[config.mk]
export PLATFORM = sky130hd
export DESIGN_NAME = imem_loader
export DESIGN_NICKNAME = d
export VERILOG_FILES = /design/src/rtl/imem_loader.sv
export SDC_FILE = /design/constraint.sdc
export NUM_CORES = 1
export LEC_CHECK = 0
export CAP_MARGIN = 20
export CORE_ASPECT_RATIO = 1.5
export CORE_UTILIZATION = 50
export DETAILED_ROUTE_END_ITERATION = 10
export PLACE_DENSITY = 0.77
export RECOVER_POWER = 25
export SETUP_SLACK_MARGIN = 0.05
export SLEW_MARGIN = 20
export SYNTH_ARGS = -nofsm -noshare
export SYNTH_HDL_FRONTEND = slang
export SYNTH_SLANG_ARGS = --single-unit
[constraint.sdc]
create_clock -name clk -period 2.55 [get_ports clk]
set_input_delay 0.255 -clock clk [delete_from_list [all_inputs] [get_ports clk]]
set_output_delay 0.255 -clock clk [all_outputs]
set_load 0.03 [all_outputs]
[src/rtl/imem_loader.sv]
// Boot loader: streams a length-prefixed, XOR-checked image into instruction
// memory and holds the core in reset until the image verifies.
module imem_loader #(
    parameter int DEPTH = 64
) (
    input  logic        clk,
    input  logic        rst,
    input  logic        start,
    input  logic [7:0]  byte_in,
    input  logic        byte_valid,
    output logic        byte_ready,
    output logic        mem_we,
    output logic [31:0] mem_addr,
    output logic [31:0] mem_wdata,
    output logic        core_rst,
    output logic        done,
    output logic        err
);

    localparam logic [2:0] S_IDLE  = 3'd0;
    localparam logic [2:0] S_LEN   = 3'd1;
    localparam logic [2:0] S_DATA  = 3'd2;
    localparam logic [2:0] S_WRITE = 3'd3;
    localparam logic [2:0] S_CHECK = 3'd4;
    localparam logic [2:0] S_DONE  = 3'd5;
    localparam logic [2:0] S_ERROR = 3'd6;

    localparam logic [15:0] DEPTH_W = 16'(DEPTH);

    logic [2:0]  state_q, state_d;
    logic [1:0]  cnt_q, cnt_d;
    logic [15:0] len_q, len_d;
    logic [15:0] idx_q, idx_d;
    logic [7:0]  csum_q, csum_d;
    logic [31:0] buf_q, buf_d;
    logic        mem_we_q, mem_we_d;
    logic [31:0] mem_addr_q, mem_addr_d;
    logic [31:0] mem_wdata_q, mem_wdata_d;
    logic        core_rst_q, core_rst_d;
    logic        done_q, done_d;
    logic        err_q, err_d;
    logic        xfer;
    logic [15:0] n_full;

    assign byte_ready = (state_q == S_LEN) || (state_q == S_DATA)
                     || (state_q == S_CHECK);
    assign xfer   = byte_valid && byte_ready;
    assign n_full = {byte_in, len_q[7:0]};

    always_comb begin
        state_d     = state_q;
        cnt_d       = cnt_q;
        len_d       = len_q;
        idx_d       = idx_q;
        csum_d      = csum_q;
        buf_d       = buf_q;
        mem_we_d    = 1'b0;
        mem_addr_d  = mem_addr_q;
        mem_wdata_d = mem_wdata_q;
        core_rst_d  = core_rst_q;
        done_d      = done_q;
        err_d       = err_q;
        unique case (state_q)
            S_IDLE, S_DONE, S_ERROR: begin
                if (start) begin
                    state_d    = S_LEN;
                    cnt_d      = 2'd0;
                    idx_d      = 16'd0;
                    csum_d     = 8'd0;
                    done_d     = 1'b0;
                    err_d      = 1'b0;
                    core_rst_d = 1'b1;
                end
            end
            S_LEN: begin
                if (xfer) begin
                    if (cnt_q == 2'd0) begin
                        len_d[7:0] = byte_in;
                        cnt_d      = 2'd1;
                    end else begin
                        len_d[15:8] = byte_in;
                        cnt_d       = 2'd0;
                        if (n_full == 16'd0 || n_full > DEPTH_W) begin
                            state_d = S_ERROR;
                            err_d   = 1'b1;
                        end else begin
                            state_d = S_DATA;
                        end
                    end
                end
            end
            S_DATA: begin
                if (xfer) begin
                    buf_d[{cnt_q, 3'b000} +: 8] = byte_in;
                    csum_d = csum_q ^ byte_in;
                    cnt_d  = cnt_q + 2'd1;
                    // Launch the write with the fourth byte merged in directly.
                    if (cnt_q == 2'd3) begin
                        state_d     = S_WRITE;
                        mem_we_d    = 1'b1;
                        mem_addr_d  = {14'd0, idx_q, 2'b00};
                        mem_wdata_d = {byte_in, buf_q[23:0]};
                    end
                end
            end
            S_WRITE: begin
                if (idx_q == len_q - 16'd1) begin
                    state_d = S_CHECK;
                end else begin
                    idx_d   = idx_q + 16'd1;
                    state_d = S_DATA;
                end
            end
            S_CHECK: begin
                if (xfer) begin
                    if (byte_in == csum_q) begin
                        state_d    = S_DONE;
                        done_d     = 1'b1;
                        core_rst_d = 1'b0;
                    end else begin
                        state_d = S_ERROR;
                        err_d   = 1'b1;
                    end
                end
            end
            default: state_d = S_IDLE;
        endcase
    end

    always_ff @(posedge clk) begin
        if (rst) begin
            state_q     <= S_IDLE;
            cnt_q       <= 2'd0;
            len_q       <= 16'd0;
            idx_q       <= 16'd0;
            csum_q      <= 8'd0;
            buf_q       <= 32'd0;
            mem_we_q    <= 1'b0;
            mem_addr_q  <= 32'd0;
            mem_wdata_q <= 32'd0;
            core_rst_q  <= 1'b1;
            done_q      <= 1'b0;
            err_q       <= 1'b0;
        end else begin
            state_q     <= state_d;
            cnt_q       <= cnt_d;
            len_q       <= len_d;
            idx_q       <= idx_d;
            csum_q      <= csum_d;
            buf_q       <= buf_d;
            mem_we_q    <= mem_we_d;
            mem_addr_q  <= mem_addr_d;
            mem_wdata_q <= mem_wdata_d;
            core_rst_q  <= core_rst_d;
            done_q      <= done_d;
            err_q       <= err_d;
        end
    end

    assign mem_we    = mem_we_q;
    assign mem_addr  = mem_addr_q;
    assign mem_wdata = mem_wdata_q;
    assign core_rst  = core_rst_q;
    assign done      = done_q;
    assign err       = err_q;

endmodule

# == Yosys cells after proc, flatten, opt, wreduce, memory -nomap -nowiden ==
# Index checks and enable logic that the tools add are counted.
# totals
in_bits,12
regBits,129
out_inout_bits,69
elab_cells,104
# classes
mux,37
n_lt_le_gt_ge,1
n_eq_ne,19
n_reduce_logical,24
shifts,2
bitwise_logic,4
n_addsub,4
# op_table
operator,n
32-bit bitwise mux,1
16-bit 2-to-1 mux,2
16-bit case mux with 2 select lines,1
"8-bit by 7-bit variable shift with 32-bit output, first input constant",1
8-bit by 7-bit indexed part select with 32-bit output,1
3-bit 2-to-1 mux,8
"16-bit by 1-bit adder with 16-bit output, second input constant",1
16-bit equality test,1
"16-bit by 7-bit > comparator with 1-bit output, second input constant",1
16-bit zero test,1
8-bit 2-to-1 mux,2
8-bit case mux with 2 select lines,1
"16-bit by 1-bit subtractor with 16-bit output, second input constant",1
3-bit case mux with 5 select lines,1
3-bit AND reduction,5
"2-bit != test, second input constant",7
1-bit 2-to-1 mux,13
"3-bit equality test, second input constant",3
8-bit equality test,1
2-bit 2-to-1 mux,4
4-bit AND reduction,2
8-bit XOR,1
5-bit negation with 7-bit output,1
7-bit AND reduction,1
18 further kinds,30

# == Longest topological paths before layout ==
# depth
depth_word,6
ltp_mapped,11
depth_no_buf,10

# == Least setup slack after synthesis ==
# Ideal clock, no wire load.
# synth_path
path_type,register to register
start,register len_q[0]
end,register idx_q[10]
required_ns,2.480
synth_period_minus_slack_ns,2.630
slack_ns,-0.080
arrival_time_ns,2.560
path_stages_with_launch,12
n_path_buf,2
setup_ns,0.070
cell_sequence,dfxtp_1 > inv_1 > ha_1 > clkbuf_1 > nor2_1 > a32o_1 > o31ai_1 > a22oi_1 > a31o_2 > buf_6 > or4_1 > a21oi_1
# synth_between
elab_chain_len,4
# synth_lines
element,line,rtl
from (decl),32,"logic [15:0] len_q, len_d;"
from (signal assigned),147,len_q <= len_d;
16-bit by 1-bit subtractor with 16-bit output,107,if (idx_q == len_q - 16'd1) begin
16-bit equality test,107,
2-bit != test (no line),n/a,
3-bit AND reduction (no line),n/a,
to (signal assigned),148,idx_q <= idx_d;
to (decl),33,"logic [15:0] idx_q, idx_d;"
# Every way passes these cells.
# A chain may end at the register's enable or synchronous reset.

# == Worst setup path after layout ==
# layout_path
start,register len_q[2]
end,register idx_q[1]
# The elaborated chain is that of the path after synthesis.

==> key figures <==
Global route
  – Largest net degree at the start of global routing: 49
  – Vias in the first global route: 5487
  – Total track usage: 27.9%
  – GRT overflow: 0
  – Initial antenna violation count: 0
  – First-pass GRT wire length: 26700 µm

Clock network
  – Worst-path clk slew: 0.06 ns
  – Skew-Pair Late Insertion Delay: 0.41 ns
  – Root Buffer: clkbuf_16
  – CTS tree: done
  – Bufs on Longest Clock Path: 2
  – Clock buffer count from CTS: 17
  – H-tree levels: 4
  – Clock sinks: 121

Drt
  – Via Count: 5595
  – DR DRC count: 0
  – Detail Route Antenna Nets: 0
  – Initial DRC Count: 352
  – DR vias/cell: 5.63
  – Pre-antenna DRT Iters: 7
  – Final WL: 16700 µm
  – Wire length per cell: 16.9 µm

Synthesis
  – Post-synth EDFFs: 0
  – Syn Std Cell Area: 5830 µm²
  – Synth Flop Type: dfxtp_1
  – Post-Syn Instances: 749
  – Seq/Total Area, Yosys: 41.5%
  – Ys async rst share: 0%
  – Yosys cell types: 54
  – YS warnings: 0
  – Mapped Avg Cell Area: 7.78 µm²
  – #FFs+latches synth: 121

Floorplanning
  – CORE AREA: 11200 µm²
  – DIE HEIGHT: 134 µm
  – Core Rows: 47
  – Initial core utilization: 52.2%
  – I/O pin total: 81
  – Die X: 90.2 µm
  – Die area: 12100 µm²

STA
  – Tmin final: 2.58 ns
  – Max Fclk: 0.388 GHz
  – Final setup margin: -0.0252 ns
  – Skew final: 0.00627 ns
  – Final setup violation count: 1
  – Relative max-transition margin: 52.7%
  – Tightest Pin Transition: 0.710 ns
  – RSZ-0062 raised after global routing: yes
  – Final Hold Fails: 0
  – Final Slew Violations: 0
  – Crit share post-route: 101%
  – Fin Hold WS: 0.347 ns

Power
  – Pwr dens: 874 nW/µm²
  – Clock share of power: 36.9%
  – Switch Pwr: 2.19 mW
  – Peak supply drop: 595 µV
  – Sequential Power Share: 30.8%
  – P_int: 4.47 mW
  – Combinational Power Share: 32.3%
  – Sw Ratio: 32.8%
  – Pleak: 2.87 nW

Worst setup path
  – CP arrival: 2.91 ns
  – R2r endpoint: idx_q[1]$_SDFFE_PP0P_
  – CP Launch Type: flip-flop
  – Crit-path max FO: 7
  – Critical path required time: 2.89 ns
  – FF-to-FF Start: len_q[2]$_SDFFE_PP0P_
  – Crit path kind: flip-flop to flip-flop
  – CP endpoint kind: flip-flop
  – Path depth of the worst reg2reg path: 10
  – Reg2Reg Setup Slack: -0.03 ns

Job
  – Maxcap violations: 0

Final layout
  – Area delta synth->final: 30.7%
  – Antenna cells: 0
  – Share of layout cells above drive strength 1: 15.5%
  – Layout Cells excl Fill: 993
  – # nets final: 852

Placed design
  – Pre-CTS setup slack: -0.139 ns
  – Hpwl dp: 11300 µm
  – I/O Buffers: 64
  – Placer Congestion: 0.888
  – Placed Instances: 951

Outcome
  – Status: finished with violations
  – Violated checks: setup timing

Min path
  – Critical hold path startpoint: rst
  – WHS Endpoint: len_q[10]$_SDFFE_PP0P_
  – HP Class: primary input to flip-flop
  – Hold Path Depth: 3
[layout make-up]
cell class	count	area, µm²
flip-flops and latches	121	2430
fillers	911	3550
multi-input cells	561	3260
inverters	11	41.3
clock buffers	19	443
clock inverters	13	165
well taps	147	184
repair buffers	121	1100
[critical path, cell delays in order, from the launching register on]
cell and delay [ns]:
dfxtp_2 0.33, nor4_4 0.27, buf_6 0.16, buf_12 0.12, o21ai_2 0.05, a32o_1 0.22
o31ai_2 0.22, a22oi_2 0.20, a31o_4 0.32, or3b_2 0.50, a21oi_2 0.13
[how the worst max path moves through the flow]
stage	start	end	slack, ns	cells after the start
finish	len_q[2]$_SDFFE_PP0P_	idx_q[1]$_SDFFE_PP0P_	-0.03	10
floorplan	len_q[6]$_SDFFE_PP0P_	idx_q[11]$_SDFFE_PP0P_	0.05	10
CTS	len_q[3]$_SDFFE_PP0P_	idx_q[13]$_SDFFE_PP0P_	-0.006	10
global placement	len_q[2]$_SDFFE_PP0P_	idx_q[11]$_SDFFE_PP0P_	-0.05	9
detailed placement	len_q[0]$_SDFFE_PP0P_	idx_q[14]$_SDFFE_PP0P_	-0.14	9
global route	len_q[2]$_SDFFE_PP0P_	idx_q[8]$_SDFFE_PP0P_	-0.11	12
[per-stage QoR]
step	total power, mW	util, %	TNS (ns)	instance area, µm²
floorplan	3.29	-	0	5900
global placement	3.77	60.3	-0.331	6730
detailed placement	3.81	60.3	-1.51	6730
CTS	6.51	67.2	-0.00562	7510
global route	6.92	68.2	-1.23	7620
finish	6.66	68.2	-0.0252	7620
[cells in the mapped netlist, types with 3 or more instances]
| library cell | number | area, µm² |
|---|---|---|
| a21boi_0 | 3 | 22.5 |
| a21oi_1 | 109 | 546 |
| and2_1 | 6 | 37.5 |
| and3_1 | 8 | 50.1 |
| and4_1 | 3 | 26.3 |
| buf_4 | 17 | 128 |
| buf_6 | 4 | 45.0 |
| clkbuf_1 | 50 | 188 |
| dfxtp_1 | 121 | 2420 |
| ha_1 | 7 | 87.6 |
| inv_1 | 11 | 41.3 |
| mux2i_1 | 20 | 200 |
| nand2_1 | 152 | 571 |
| nand2b_1 | 8 | 50.1 |
| nand3_1 | 33 | 165 |
| nand3b_1 | 10 | 75.1 |
| nand4_1 | 6 | 37.5 |
| nor2_1 | 53 | 199 |
| nor2b_1 | 5 | 31.3 |
| nor3_1 | 10 | 50.1 |
| nor4_1 | 3 | 18.8 |
| o21a_1 | 3 | 22.5 |
| o21ai_0 | 20 | 100 |
| o31ai_1 | 7 | 52.6 |
| or2_2 | 3 | 18.8 |
| or3_1 | 10 | 62.6 |
| or4_1 | 7 | 52.6 |
| xnor2_1 | 10 | 87.6 |
| xor2_1 | 15 | 131 |
[cells in the final DEF (no fill, tap or decap), types with 4 or more instances in the layout]
cell type,instances
o21ai_0,18
clkbuf_16,17
nand2b_1,8
conb_1,16
or3_1,10
dlygate4sd3_1,38
xor2_1,15
xnor2_1,10
nor2_1,51
and2_1,6
dfxtp_1,117
o31ai_1,5
buf_4,50
nand2_1,151
inv_6,4
or4_4,4
inv_1,11
nand3b_1,10
a21oi_1,104
nor3_1,8
clkdlybuf4s50_1,25
nor2b_1,5
nand4_1,6
and3_1,8
nand3_1,31
a21oi_2,4
mux2i_1,20
dfxtp_2,4
a31o_4,4
ha_1,6
[kinds of logic after synthesis]
family / after synthesis / share of synthesized area, %
and+or+nand+nor: 322 / 26.2
AOI/OAI and AO/OA: 168 / 16.4
DFF: 121 / 41.5
buffers and inverters: 85 / 7.12
xor gates and xnor gates: 25 / 3.76
muxes: 20 / 3.43
adders and majority gates: 7 / 1.50
other: 1 / 0.0643
[registers in the layout, summed over array words and instances, names as in the netlist]
register   count
mem_wdata     32
buf_q         24
idx_q         16
len_q         16
mem_addr      16
csum_q         8
state_q        3
cnt_q          2
core_rst       1
done           1
err            1
mem_we         1
[timing repair]
action | in CTS | in global routing
gates cloned | 4 | 0
resized for setup | 20 | 25
pin swaps | 10 | 18
hold buffers | 0 | 0
setup endpoints to repair | 15 | 18
buffers inserted | 4 | 3
[layer usage]
metal / GRT usage, % / part of all wire (%) / up-vias
met5: 0 / 0 / -
met2: 51.6 / 53 / 226
li1: - / - / 2710
met1: 28.3 / 36 / 2596
met4: 18.1 / 5.4 / 0
met3: 5.84 / 5.3 / 63
[power groups by stage]
stage	registers (mW)	logic (mW)	clock network, mW
final	2.05	2.15	2.45
after CTS	2.04	1.98	2.49
after floorplan	2.08	1.21	0
after global placement	2.08	1.69	0
after global routing	2.06	2.30	2.57
after detailed placement	2.08	1.72	0
Power figures use the tool's default switching activity.
